$ cat src/rtl/axi_rd_master_if.sv
// Bus bundle for axi_rd_master: command input, AXI AR/R channels and read-data FIFO write side.
// The master modport is the axi_rd_master view; the slave modport is the environment view.
interface axi_rd_master_if #(
    parameter int P_AXI_DATA_WIDTH = 128,
    parameter int P_AXI_ADDR_WIDTH = 32,
    parameter int P_AXI_ID_WIDTH   = 4
);
    logic                        i_u2a_valid;
    logic [P_AXI_ADDR_WIDTH-1:0] i_u2a_addr;
    logic [7:0]                  i_u2a_length;
    logic                        o_axi_ready;

    logic [P_AXI_ID_WIDTH-1:0]   o_m_axi_arid;
    logic [P_AXI_ADDR_WIDTH-1:0] o_m_axi_araddr;
    logic [7:0]                  o_m_axi_arlen;
    logic [2:0]                  o_m_axi_arsize;
    logic [1:0]                  o_m_axi_arburst;
    logic                        o_m_axi_arvalid;
    logic                        i_m_axi_arready;

    logic [P_AXI_ID_WIDTH-1:0]   i_m_axi_rid;
    logic [P_AXI_DATA_WIDTH-1:0] i_m_axi_rdata;
    logic [1:0]                  i_m_axi_rresp;
    logic                        i_m_axi_rlast;
    logic                        i_m_axi_rvalid;
    logic                        o_m_axi_rready;

    logic                        i_fifo_full;
    logic                        i_fifo_almost_full;
    logic                        o_fifo_wr_en;
    logic [P_AXI_DATA_WIDTH-1:0] o_fifo_wr_data;

    modport master (
        input  i_u2a_valid, i_u2a_addr, i_u2a_length,
        output o_axi_ready,
        output o_m_axi_arid, o_m_axi_araddr, o_m_axi_arlen, o_m_axi_arsize,
        output o_m_axi_arburst, o_m_axi_arvalid,
        input  i_m_axi_arready,
        input  i_m_axi_rid, i_m_axi_rdata, i_m_axi_rresp, i_m_axi_rlast, i_m_axi_rvalid,
        output o_m_axi_rready,
        input  i_fifo_full, i_fifo_almost_full,
        output o_fifo_wr_en, o_fifo_wr_data
    );

    modport slave (
        output i_u2a_valid, i_u2a_addr, i_u2a_length,
        input  o_axi_ready,
        input  o_m_axi_arid, o_m_axi_araddr, o_m_axi_arlen, o_m_axi_arsize,
        input  o_m_axi_arburst, o_m_axi_arvalid,
        output i_m_axi_arready,
        output i_m_axi_rid, i_m_axi_rdata, i_m_axi_rresp, i_m_axi_rlast, i_m_axi_rvalid,
        input  o_m_axi_rready,
        output i_fifo_full, i_fifo_almost_full,
        input  o_fifo_wr_en, o_fifo_wr_data
    );
endinterface

$ cat src/rtl/axi_rd_master.sv
// AXI4 read master: one outstanding INCR burst, R beats forwarded to the read-data FIFO.
// Optional watchdog enabled by defining AXI_RD_TIMEOUT_EN (adds o_err_timeout).
module axi_rd_master #(
    parameter int P_AXI_DATA_WIDTH = 128,
    parameter int P_AXI_ADDR_WIDTH = 32,
    parameter int P_AXI_ID_WIDTH   = 4,
    parameter int P_AXI_ID         = 0,
    parameter int P_TIMEOUT        = 1024
) (
    input  logic               i_clk,
    input  logic               i_rst,
    axi_rd_master_if.master    bus,
    output logic               o_err_resp,
    output logic               o_err_len,
    output logic               o_busy
`ifdef AXI_RD_TIMEOUT_EN
   ,output logic               o_err_timeout
`endif
);
    localparam int LP_ARSIZE = $clog2(P_AXI_DATA_WIDTH / 8);

    typedef enum logic [1:0] {S_IDLE, S_AR, S_RDATA, S_END} state_t;

    state_t                      r_state;
    state_t                      w_next;
    logic [P_AXI_ADDR_WIDTH-1:0] r_addr;
    logic [7:0]                  r_len;
    logic [8:0]                  r_beats;
    logic                        r_wr_en;
    logic [P_AXI_DATA_WIDTH-1:0] r_wr_data;
    logic                        r_err_resp;
    logic                        w_ready;
    logic                        w_arvalid;
    logic                        w_rready;
    logic                        w_err_len;
    logic                        w_accept;
    logic                        w_beat;
    logic                        w_len_bad;
    logic                        w_tmo;

    assign bus.o_m_axi_arid    = P_AXI_ID_WIDTH'(P_AXI_ID);
    assign bus.o_m_axi_arsize  = 3'(LP_ARSIZE);
    assign bus.o_m_axi_arburst = 2'b01;
    assign bus.o_m_axi_araddr  = r_addr;
    assign bus.o_m_axi_arlen   = r_len;
    assign bus.o_m_axi_arvalid = w_arvalid;
    assign bus.o_m_axi_rready  = w_rready;
    assign bus.o_axi_ready     = w_ready;
    assign bus.o_fifo_wr_en    = r_wr_en;
    assign bus.o_fifo_wr_data  = r_wr_data;
    assign o_err_resp          = r_err_resp;
    assign o_err_len           = w_err_len;
    assign o_busy              = (r_state != S_IDLE);

    assign w_accept = w_ready && bus.i_u2a_valid;
    assign w_beat   = w_rready && bus.i_m_axi_rvalid;

`ifdef AXI_RD_TIMEOUT_EN
    localparam int LP_TW = $clog2(P_TIMEOUT + 1);

    logic [LP_TW-1:0] r_tmo_cnt;
    logic             r_err_timeout;
    logic             r_forced_end;

    assign w_tmo         = ((r_state == S_AR) || (r_state == S_RDATA)) &&
                           (r_tmo_cnt == LP_TW'(P_TIMEOUT - 1));
    assign w_len_bad     = !r_forced_end && (r_beats != ({1'b0, r_len} + 9'd1));
    assign o_err_timeout = r_err_timeout;

    // Watchdog: cycles since entering AR or since the last accepted beat.
    always_ff @(posedge i_clk or posedge i_rst) begin
        if (i_rst) begin
            r_tmo_cnt     <= {LP_TW{1'b0}};
            r_err_timeout <= 1'b0;
            r_forced_end  <= 1'b0;
        end else begin
            if (w_accept || w_beat) begin
                r_tmo_cnt <= {LP_TW{1'b0}};
            end else if ((r_state == S_AR) || (r_state == S_RDATA)) begin
                r_tmo_cnt <= r_tmo_cnt + LP_TW'(1);
            end
            r_err_timeout <= r_err_timeout | w_tmo;
            r_forced_end  <= w_tmo;
        end
    end
`else
    assign w_tmo     = 1'b0;
    assign w_len_bad = (r_beats != ({1'b0, r_len} + 9'd1));
`endif

    // Next-state and handshake decode; ready is held low while reset is asserted.
    always_comb begin
        w_next    = r_state;
        w_ready   = 1'b0;
        w_arvalid = 1'b0;
        w_rready  = 1'b0;
        w_err_len = 1'b0;
        case (r_state)
            S_IDLE: begin
                w_ready = !bus.i_fifo_almost_full && !i_rst;
                if (bus.i_u2a_valid && w_ready) w_next = S_AR;
                else                            w_next = S_IDLE;
            end
            S_AR: begin
                w_arvalid = 1'b1;
                if (bus.i_m_axi_arready) w_next = S_RDATA;
                else                     w_next = S_AR;
            end
            S_RDATA: begin
                w_rready = !bus.i_fifo_full;
                if (bus.i_m_axi_rvalid && w_rready && bus.i_m_axi_rlast) w_next = S_END;
                else                                                     w_next = S_RDATA;
            end
            S_END: begin
                w_err_len = w_len_bad;
                w_next    = S_IDLE;
            end
            default: w_next = S_IDLE;
        endcase
        if (w_tmo) begin
            w_next    = S_END;
            w_arvalid = 1'b0;
            w_rready  = 1'b0;
        end else begin
            w_next = w_next;
        end
    end

    always_ff @(posedge i_clk or posedge i_rst) begin
        if (i_rst) begin
            r_state    <= S_IDLE;
            r_addr     <= {P_AXI_ADDR_WIDTH{1'b0}};
            r_len      <= 8'd0;
            r_beats    <= 9'd0;
            r_wr_en    <= 1'b0;
            r_wr_data  <= {P_AXI_DATA_WIDTH{1'b0}};
            r_err_resp <= 1'b0;
        end else begin
            r_state <= w_next;
            r_wr_en <= w_beat;
            if (w_beat) r_wr_data <= bus.i_m_axi_rdata;
            if (w_accept) begin
                r_addr  <= bus.i_u2a_addr;
                r_len   <= bus.i_u2a_length;
                r_beats <= 9'd0;
            end else if (w_beat) begin
                r_beats <= r_beats + 9'd1;
            end
            if (w_beat && (bus.i_m_axi_rresp != 2'b00)) r_err_resp <= 1'b1;
        end
    end
endmodule

$ cat src/flat_wrapper.sv
// flat-port wrapper written by rule: the top's interface ports become plain ports
module axi_rd_master_flat 
#(
    parameter int P_AXI_DATA_WIDTH = 128,
    parameter int P_AXI_ADDR_WIDTH = 32,
    parameter int P_AXI_ID_WIDTH   = 4,
    parameter int P_AXI_ID         = 0,
    parameter int P_TIMEOUT        = 1024
)
  (i_clk, i_rst, o_err_resp, o_err_len, o_busy, bus_i_u2a_valid, bus_i_u2a_addr, bus_i_u2a_length, bus_o_axi_ready, bus_o_m_axi_arid, bus_o_m_axi_araddr, bus_o_m_axi_arlen, bus_o_m_axi_arsize, bus_o_m_axi_arburst, bus_o_m_axi_arvalid, bus_i_m_axi_arready, bus_i_m_axi_rid, bus_i_m_axi_rdata, bus_i_m_axi_rresp, bus_i_m_axi_rlast, bus_i_m_axi_rvalid, bus_o_m_axi_rready, bus_i_fifo_full, bus_i_fifo_almost_full, bus_o_fifo_wr_en, bus_o_fifo_wr_data);
  axi_rd_master_if #(.P_AXI_DATA_WIDTH(P_AXI_DATA_WIDTH), .P_AXI_ADDR_WIDTH(P_AXI_ADDR_WIDTH), .P_AXI_ID_WIDTH(P_AXI_ID_WIDTH)) bus_i ();
  input  logic i_clk;
  input  logic i_rst;
  output logic o_err_resp;
  output logic o_err_len;
  output logic o_busy;
  input wire logic [$bits(bus_i.i_u2a_valid)-1:0] bus_i_u2a_valid;
  input wire logic [$bits(bus_i.i_u2a_addr)-1:0] bus_i_u2a_addr;
  input wire logic [$bits(bus_i.i_u2a_length)-1:0] bus_i_u2a_length;
  output wire logic [$bits(bus_i.o_axi_ready)-1:0] bus_o_axi_ready;
  output wire logic [$bits(bus_i.o_m_axi_arid)-1:0] bus_o_m_axi_arid;
  output wire logic [$bits(bus_i.o_m_axi_araddr)-1:0] bus_o_m_axi_araddr;
  output wire logic [$bits(bus_i.o_m_axi_arlen)-1:0] bus_o_m_axi_arlen;
  output wire logic [$bits(bus_i.o_m_axi_arsize)-1:0] bus_o_m_axi_arsize;
  output wire logic [$bits(bus_i.o_m_axi_arburst)-1:0] bus_o_m_axi_arburst;
  output wire logic [$bits(bus_i.o_m_axi_arvalid)-1:0] bus_o_m_axi_arvalid;
  input wire logic [$bits(bus_i.i_m_axi_arready)-1:0] bus_i_m_axi_arready;
  input wire logic [$bits(bus_i.i_m_axi_rid)-1:0] bus_i_m_axi_rid;
  input wire logic [$bits(bus_i.i_m_axi_rdata)-1:0] bus_i_m_axi_rdata;
  input wire logic [$bits(bus_i.i_m_axi_rresp)-1:0] bus_i_m_axi_rresp;
  input wire logic [$bits(bus_i.i_m_axi_rlast)-1:0] bus_i_m_axi_rlast;
  input wire logic [$bits(bus_i.i_m_axi_rvalid)-1:0] bus_i_m_axi_rvalid;
  output wire logic [$bits(bus_i.o_m_axi_rready)-1:0] bus_o_m_axi_rready;
  input wire logic [$bits(bus_i.i_fifo_full)-1:0] bus_i_fifo_full;
  input wire logic [$bits(bus_i.i_fifo_almost_full)-1:0] bus_i_fifo_almost_full;
  output wire logic [$bits(bus_i.o_fifo_wr_en)-1:0] bus_o_fifo_wr_en;
  output wire logic [$bits(bus_i.o_fifo_wr_data)-1:0] bus_o_fifo_wr_data;
  assign bus_i.i_u2a_valid = bus_i_u2a_valid;
  assign bus_i.i_u2a_addr = bus_i_u2a_addr;
  assign bus_i.i_u2a_length = bus_i_u2a_length;
  assign bus_o_axi_ready = bus_i.o_axi_ready;
  assign bus_o_m_axi_arid = bus_i.o_m_axi_arid;
  assign bus_o_m_axi_araddr = bus_i.o_m_axi_araddr;
  assign bus_o_m_axi_arlen = bus_i.o_m_axi_arlen;
  assign bus_o_m_axi_arsize = bus_i.o_m_axi_arsize;
  assign bus_o_m_axi_arburst = bus_i.o_m_axi_arburst;
  assign bus_o_m_axi_arvalid = bus_i.o_m_axi_arvalid;
  assign bus_i.i_m_axi_arready = bus_i_m_axi_arready;
  assign bus_i.i_m_axi_rid = bus_i_m_axi_rid;
  assign bus_i.i_m_axi_rdata = bus_i_m_axi_rdata;
  assign bus_i.i_m_axi_rresp = bus_i_m_axi_rresp;
  assign bus_i.i_m_axi_rlast = bus_i_m_axi_rlast;
  assign bus_i.i_m_axi_rvalid = bus_i_m_axi_rvalid;
  assign bus_o_m_axi_rready = bus_i.o_m_axi_rready;
  assign bus_i.i_fifo_full = bus_i_fifo_full;
  assign bus_i.i_fifo_almost_full = bus_i_fifo_almost_full;
  assign bus_o_fifo_wr_en = bus_i.o_fifo_wr_en;
  assign bus_o_fifo_wr_data = bus_i.o_fifo_wr_data;
  axi_rd_master #(.P_AXI_DATA_WIDTH(P_AXI_DATA_WIDTH), .P_AXI_ADDR_WIDTH(P_AXI_ADDR_WIDTH), .P_AXI_ID_WIDTH(P_AXI_ID_WIDTH), .P_AXI_ID(P_AXI_ID), .P_TIMEOUT(P_TIMEOUT)) u_core (.i_clk(i_clk), .i_rst(i_rst), .bus(bus_i), .o_err_resp(o_err_resp), .o_err_len(o_err_len), .o_busy(o_busy));
endmodule
$ cat config.mk
export PLATFORM = sky130hd
export DESIGN_NAME = axi_rd_master_flat
export DESIGN_NICKNAME = d
export VERILOG_FILES = /design/src/rtl/axi_rd_master_if.sv /design/src/rtl/axi_rd_master.sv /design/src/flat_wrapper.sv
export SDC_FILE = /design/constraint.sdc
export NUM_CORES = 1
export LEC_CHECK = 0
export ABC_AREA = 0
export CORE_ASPECT_RATIO = 2
export CORE_UTILIZATION = 37
export DETAILED_ROUTE_END_ITERATION = 7
export GPL_TIMING_DRIVEN = 0
export HOLD_SLACK_MARGIN = 0.05
export PLACE_DENSITY = 0.76
export SYNTH_ARGS = -nofsm -noshare
export SYNTH_HDL_FRONTEND = slang
export SYNTH_SLANG_ARGS = --single-unit
$ cat constraint.sdc
create_clock -name i_clk -period 5 [get_ports i_clk]
set_input_delay 0.5 -clock i_clk [delete_from_list [all_inputs] [get_ports i_clk]]
set_output_delay 0.5 -clock i_clk [all_outputs]
set_load 0.005 [all_outputs]
After elaboration in Yosys (flattened, before gate mapping)
Index checks and enable logic that the tools add are counted.
- shift operators: 0
- add/subtract/negate cells: 2
- bitwise gates (word level): 0
- reductions and logical operators: 14
- muxes and demuxes: 10
- divide/modulo/power cells: 0
- $mul: 0
- eq/ne operators: 4
- order comparisons: 0
- operators with widths (cell ; count):
    9-bit 2-to-1 mux ; 2
    8-bit by 1-bit adder with 9-bit output (second input constant) ; 1
    9-bit by 1-bit adder with 9-bit output (second input constant) ; 1
    9-bit inequality test ; 1
    2-bit case mux with 4 select lines ; 1
    1-bit logical AND ; 7
    1-bit 2-to-1 mux ; 6
    2-bit nonzero test ; 3
    2-bit equality test (second input constant) ; 2
    1-bit zero test ; 3
    2-bit by 1-bit equality test with 1-bit output (second input constant) ; 1
    2-bit zero test ; 1
    2-bit 2-to-1 mux ; 1
- flip-flop bits (word level): 181
- bits in writable memories: 0
- input bits: 182
- word-level logic and storage cells: 37
- memories: 0
- latch bits: 0
- output and inout bits: 184
- ROM bits: 0

Depth between registers and ports, before layout
- depth after elaboration: 5
- mapped depth: 7
- depth with buffers taken out: 6

Least setup slack after synthesis
OpenSTA, ideal clock, no wires.
- path type: flip-flop to output port
- start: reg u_core.r_len[0] (netlist: u_core.bus.o_m_axi_arlen[0])
- end: out o_err_len
- path buffers: 1
- arrival time: 1604 ps
- data required time: 4500 ps
- cell stages (with the launch flop): 8
- path slack: 2896 ps
- cells stage by stage: dfrtp_1 ha_1 clkbuf_2 xor2_1 o22ai_1 a41oi_1 a2111oi_2 a21oi_1
- longest elaborated chain between the ends: 3
- RTL lines (what ; line ; RTL):
    start: declaration ; axi_rd_master.sv:27 ; logic [7:0] r_len;
    start signal: assignment ; axi_rd_master.sv:144 ; r_len <= bus.i_u2a_length;
    8-bit by 1-bit adder with 9-bit output ; axi_rd_master.sv:88 ; assign w_len_bad = (r_beats != ({1'b0, r_len} + 9'd1));
    9-bit inequality test ; axi_rd_master.sv:88 ;
    1-bit 2-to-1 mux ; axi_rd_master.sv:98 ; case (r_state)
    end: declaration ; flat_wrapper.sv:15 ; output logic o_err_len;
No other way between the ends.

Final worst setup path
Same ends and word-level chain as after synthesis.

==> metrics.log <==
INFO  metric power.share.combinational = 43.2%
INFO  metric cts_hold_buf = 0
INFO  metric period_needed = 3.15 ns
INFO  metric port_buffers = 352
INFO  metric layout-drive-gt1-share = 27.5%
INFO  metric grt_max_degree = 43
INFO  metric routed_wire_length_per_instance = 17.9 microns
INFO  metric timing.slew.headroom = 50.7%
INFO  metric detailroute.via_count = 5210
INFO  metric hold_path_startpoint = u_core.o_err_resp
INFO  metric worst_ir_drop_vdd = 369 uV
INFO  metric cts_setup_buffers = 0
INFO  metric whs_path_depth = 1
INFO  metric io_pins = 366
INFO  metric reg2reg_setup_slack = 3.19 ns
INFO  metric finish.utilization = 60.3%
INFO  metric die_w = 102 microns
INFO  metric synthesis.area_per_instance = 15.8 sq um
INFO  metric floorplan.initialDensity = 37.7%
INFO  metric reg2reg_depth = 5
INFO  metric p_switching = 1.81 mW
INFO  metric internal_power_component = 4.92 mW
INFO  metric power.share.sequential = 38.4%
INFO  metric max_cap_violations = 0
INFO  metric die_h = 203 microns
INFO  metric synth_largest_type_area_fraction = 60.7%
INFO  metric skew = 0.00722 ns
INFO  metric ff_to_ff_start = u_core.r_state[0]
INFO  metric end_kind = output port
INFO  metric layout-area-overhead-vs-synth = 60.0%
INFO  metric hold_end = u_core.o_err_resp
INFO  metric yosys_warn_count = 0
INFO  metric tightestPinTransition = 0.738 ns
INFO  metric groute.usage.overall = 20.2%
INFO  metric worstHoldPathType = reg -> reg
INFO  metric clk_latency_worst_skew_pair = 0.44 ns
INFO  metric fin_setup_tns = 0 ns
INFO  metric layout_worst_path_cycle_share = 62.9%
INFO  metric post_cts.resized_instances = 0
INFO  metric vias_per_cell = 4.64
INFO  metric result_of_the_run = completed
INFO  metric yosys_register_bits = 181
INFO  metric top_area_cells_in_the_synthesized_netlist = sky130_fd_sc_hd__dfrtp_1 (61%), sky130_fd_sc_hd__mux2_2 (19%), sky130_fd_sc_hd__mux2_4 (8.0%)
INFO  metric cts.reportedPaths.clkPinSlew = 0.06 ns
INFO  metric power.leakage = 5.06 nW
INFO  metric detail_route.wirelength = 20.1 mm
INFO  metric wire_length_of_the_first_global_routing_pass = 30.6 mm
INFO  metric detailed_place.area = 0.0114 sq mm
INFO  metric number_of_global_route_vias_before_repair = 5598
INFO  metric regToRegEndpoint = u_core.bus.o_fifo_wr_data[20]
INFO  metric timing.critical_path.required = 4.50 ns
INFO  metric ys_types = 40
INFO  metric critical_path_class = reg -> out
INFO  metric grt_antenna_before_repair = 0
INFO  metric final_area = 0.0119 sq mm
INFO  metric cts_buffer_depth = 2
INFO  metric finalPower = 6.73 mW
INFO  metric post_synth_instance_area = 0.00747 sq mm
INFO  metric dr.first_iter.drc_count = 115
INFO  metric core_area = 0.0198 sq mm
INFO  metric rows = 73
INFO  metric yosys.area.top_type = sky130_fd_sc_hd__dfrtp_1
INFO  metric antenna_left = 0
INFO  metric grt-ovfl-total = 0
INFO  metric netlist_instances = 472
INFO  metric finalSetupViolCount = 0
INFO  metric num_antenna_cells = 0
INFO  metric final_hold_viol_count = 0
INFO  metric design.final.nets = 1038
INFO  metric switching_share = 26.9%
INFO  metric timing.fmax = 318 MHz
INFO  metric rsz0062_at_grt = no
INFO  metric share_clk_of_total_power = 18.4%
INFO  metric htreeDepth = 4
INFO  metric timing.final.max_slew_violations = 0
INFO  metric drc_errors = 0
INFO  metric cts_tree = yes
INFO  metric floorplan.die_area = 0.0208 sq mm
INFO  metric cts_root_buf = sky130_fd_sc_hd__clkbuf_16
INFO  metric tritoncts_sink_count = 181
INFO  metric finalWeightedCongestion = 0.747
INFO  metric critical_path_peak_fanout = 8
INFO  metric arrival = 2.65 ns
INFO  metric first_pass_iters = 4
INFO  metric pwr_density_cell = 563 mW/mm^2
INFO  metric synth.yosys.seq_area_share = 60.7%
INFO  metric hpwl = 15.5 mm
INFO  metric crit_path_start_kind = flip-flop
INFO  metric cts-buffers-inserted = 17
-- metrics by stage --
step           setup WS (ns)  std cells  hold slack [ns]
4_1_cts                 1.82       1124            0.471
6_report                1.85       1124            0.466
5_1_grt                 1.65       1124            0.498
3_3_place_gp           0.607       1093            0.449
2_1_floorplan           2.18        479            0.459
3_5_place_dp            2.30       1097            0.456
-- state kept, by name, indices dropped and copies added, names as in the netlist, named ones only --
register,count
u_core.bus.o_fifo_wr_data,128
u_core.bus.o_m_axi_araddr,32
u_core.r_beats,9
u_core.bus.o_m_axi_arlen,8
u_core.bus.o_fifo_wr_en,1
u_core.o_err_resp,1
u_core.r_state,1
-- synthesized netlist by cell type --
master and number:
sky130_fd_sc_hd__nand3_1 3, sky130_fd_sc_hd__nand3b_1 2, sky130_fd_sc_hd__nor2_1 10, sky130_fd_sc_hd__buf_12 4, sky130_fd_sc_hd__clkbuf_2 1, sky130_fd_sc_hd__mux2i_1 3, sky130_fd_sc_hd__inv_1 2, sky130_fd_sc_hd__a41oi_1 1
sky130_fd_sc_hd__nor3_2 1, sky130_fd_sc_hd__and4bb_2 1, sky130_fd_sc_hd__buf_2 9, sky130_fd_sc_hd__conb_1 2, sky130_fd_sc_hd__mux2_2 128, sky130_fd_sc_hd__nor2b_1 1, sky130_fd_sc_hd__or2_4 1, sky130_fd_sc_hd__mux2_4 40
sky130_fd_sc_hd__xnor2_1 6, sky130_fd_sc_hd__a21oi_1 4, sky130_fd_sc_hd__nand2b_1 2, sky130_fd_sc_hd__o21ai_1 1, sky130_fd_sc_hd__nand2_1 12, sky130_fd_sc_hd__a2111oi_2 1, sky130_fd_sc_hd__nor4b_1 1, sky130_fd_sc_hd__o21ba_2 1
sky130_fd_sc_hd__a31oi_1 2, sky130_fd_sc_hd__and3_1 4, sky130_fd_sc_hd__and4_1 1, sky130_fd_sc_hd__buf_4 11, sky130_fd_sc_hd__nand4_1 1, sky130_fd_sc_hd__xor2_1 9, sky130_fd_sc_hd__dfrtp_1 181, sky130_fd_sc_hd__and2_1 2
sky130_fd_sc_hd__ha_1 2, sky130_fd_sc_hd__or3_1 2, sky130_fd_sc_hd__nand4_4 1, sky130_fd_sc_hd__o22ai_1 1, sky130_fd_sc_hd__nor3_1 1, sky130_fd_sc_hd__o21ai_0 7, sky130_fd_sc_hd__buf_6 8, sky130_fd_sc_hd__a21o_1 2
-- kinds of logic (layout without fill, tap and decap cells) --
family,Yosys count,count (layout),synth area share [%]
flops,181,181,60.7
other cells,2,9,0.101
xor+xnor,15,15,1.76
compound gates,20,20,1.71
fa+ha+maj,2,2,0.335
simple gates,46,46,3.52
mux,171,171,27.8
buf+inv,35,418,4.16
-- metal layers --
| metal | GRT usage (%) | up-vias | share of wire (%) |
|---|---|---|---|
| met5 | 0 | - | 0 |
| met4 | 9.64 | 0 | 3.2 |
| met3 | 7.02 | 40 | 7.1 |
| met2 | 36.9 | 219 | 57 |
| met1 | 19.6 | 2558 | 33 |
| li1 | - | 2393 | - |
-- area by class of cell --
class                           count  area (sq um)
Buffer                             33           303
Clock buffer                       21           460
Clock inverter                      6          57.6
Fill cell                        1602          7880
Inverter                            2          11.3
Multi-Input combinational cell    263          2650
Sequential cell                   181          4530
Tap cell                          262           328
Timing Repair Buffer              356          3600
-- cells in the final DEF, fill, tap and decap left out, drive strengths merged, types with 3 or more instances in the layout --
cell type	netlist	layout
mux2	168	168
xnor2	6	6
xor2	9	9
dfrtp	181	181
a21oi	4	4
mux2i	3	3
nand3	3	3
clkdlybuf4s50	0	352
buf	32	36
o21ai	8	8
clkbuf	1	22
nand2	12	12
and3	4	4
conb	2	9
nor2	10	10
clkinv	0	4
-- worst max-delay path, cell delays in order, from the launching register on --
cell	delay, ns
sky130_fd_sc_hd__dfrtp_1	0.47
sky130_fd_sc_hd__ha_1	0.23
sky130_fd_sc_hd__clkbuf_2	0.16
sky130_fd_sc_hd__xor2_1	0.16
sky130_fd_sc_hd__o22ai_1	0.15
sky130_fd_sc_hd__a41oi_1	0.16
sky130_fd_sc_hd__a2111oi_2	0.31
sky130_fd_sc_hd__a21oi_1	0.10
sky130_fd_sc_hd__clkdlybuf4s50_1	0.47
-- power by group through the flow --
stage | Clock [mW] | Sequential (mW) | Combinational, mW
floorplan | 0 | 2.63 | 1.05
global placement | 0 | 2.57 | 2.89
detailed placement | 0 | 2.61 | 2.93
CTS | 1.28 | 2.59 | 2.95
global route | 1.33 | 2.69 | 3.11
finish | 1.24 | 2.58 | 2.90
-- worst max path at each step --
stage	start	end	slack, ns	depth (start not counted)
global placement	i_rst	u_core.bus.o_fifo_wr_data[114]	0.61	2
detailed placement	u_core.bus.o_m_axi_arlen[0]	o_err_len	2.30	8
finish	u_core.bus.o_m_axi_arlen[0]	o_err_len	1.85	8
CTS	u_core.bus.o_m_axi_arlen[0]	o_err_len	1.82	8
global route	u_core.bus.o_m_axi_arlen[0]	o_err_len	1.65	8
floorplan	i_rst	async pin	2.18	1
Power figures use the tool's default switching activity.
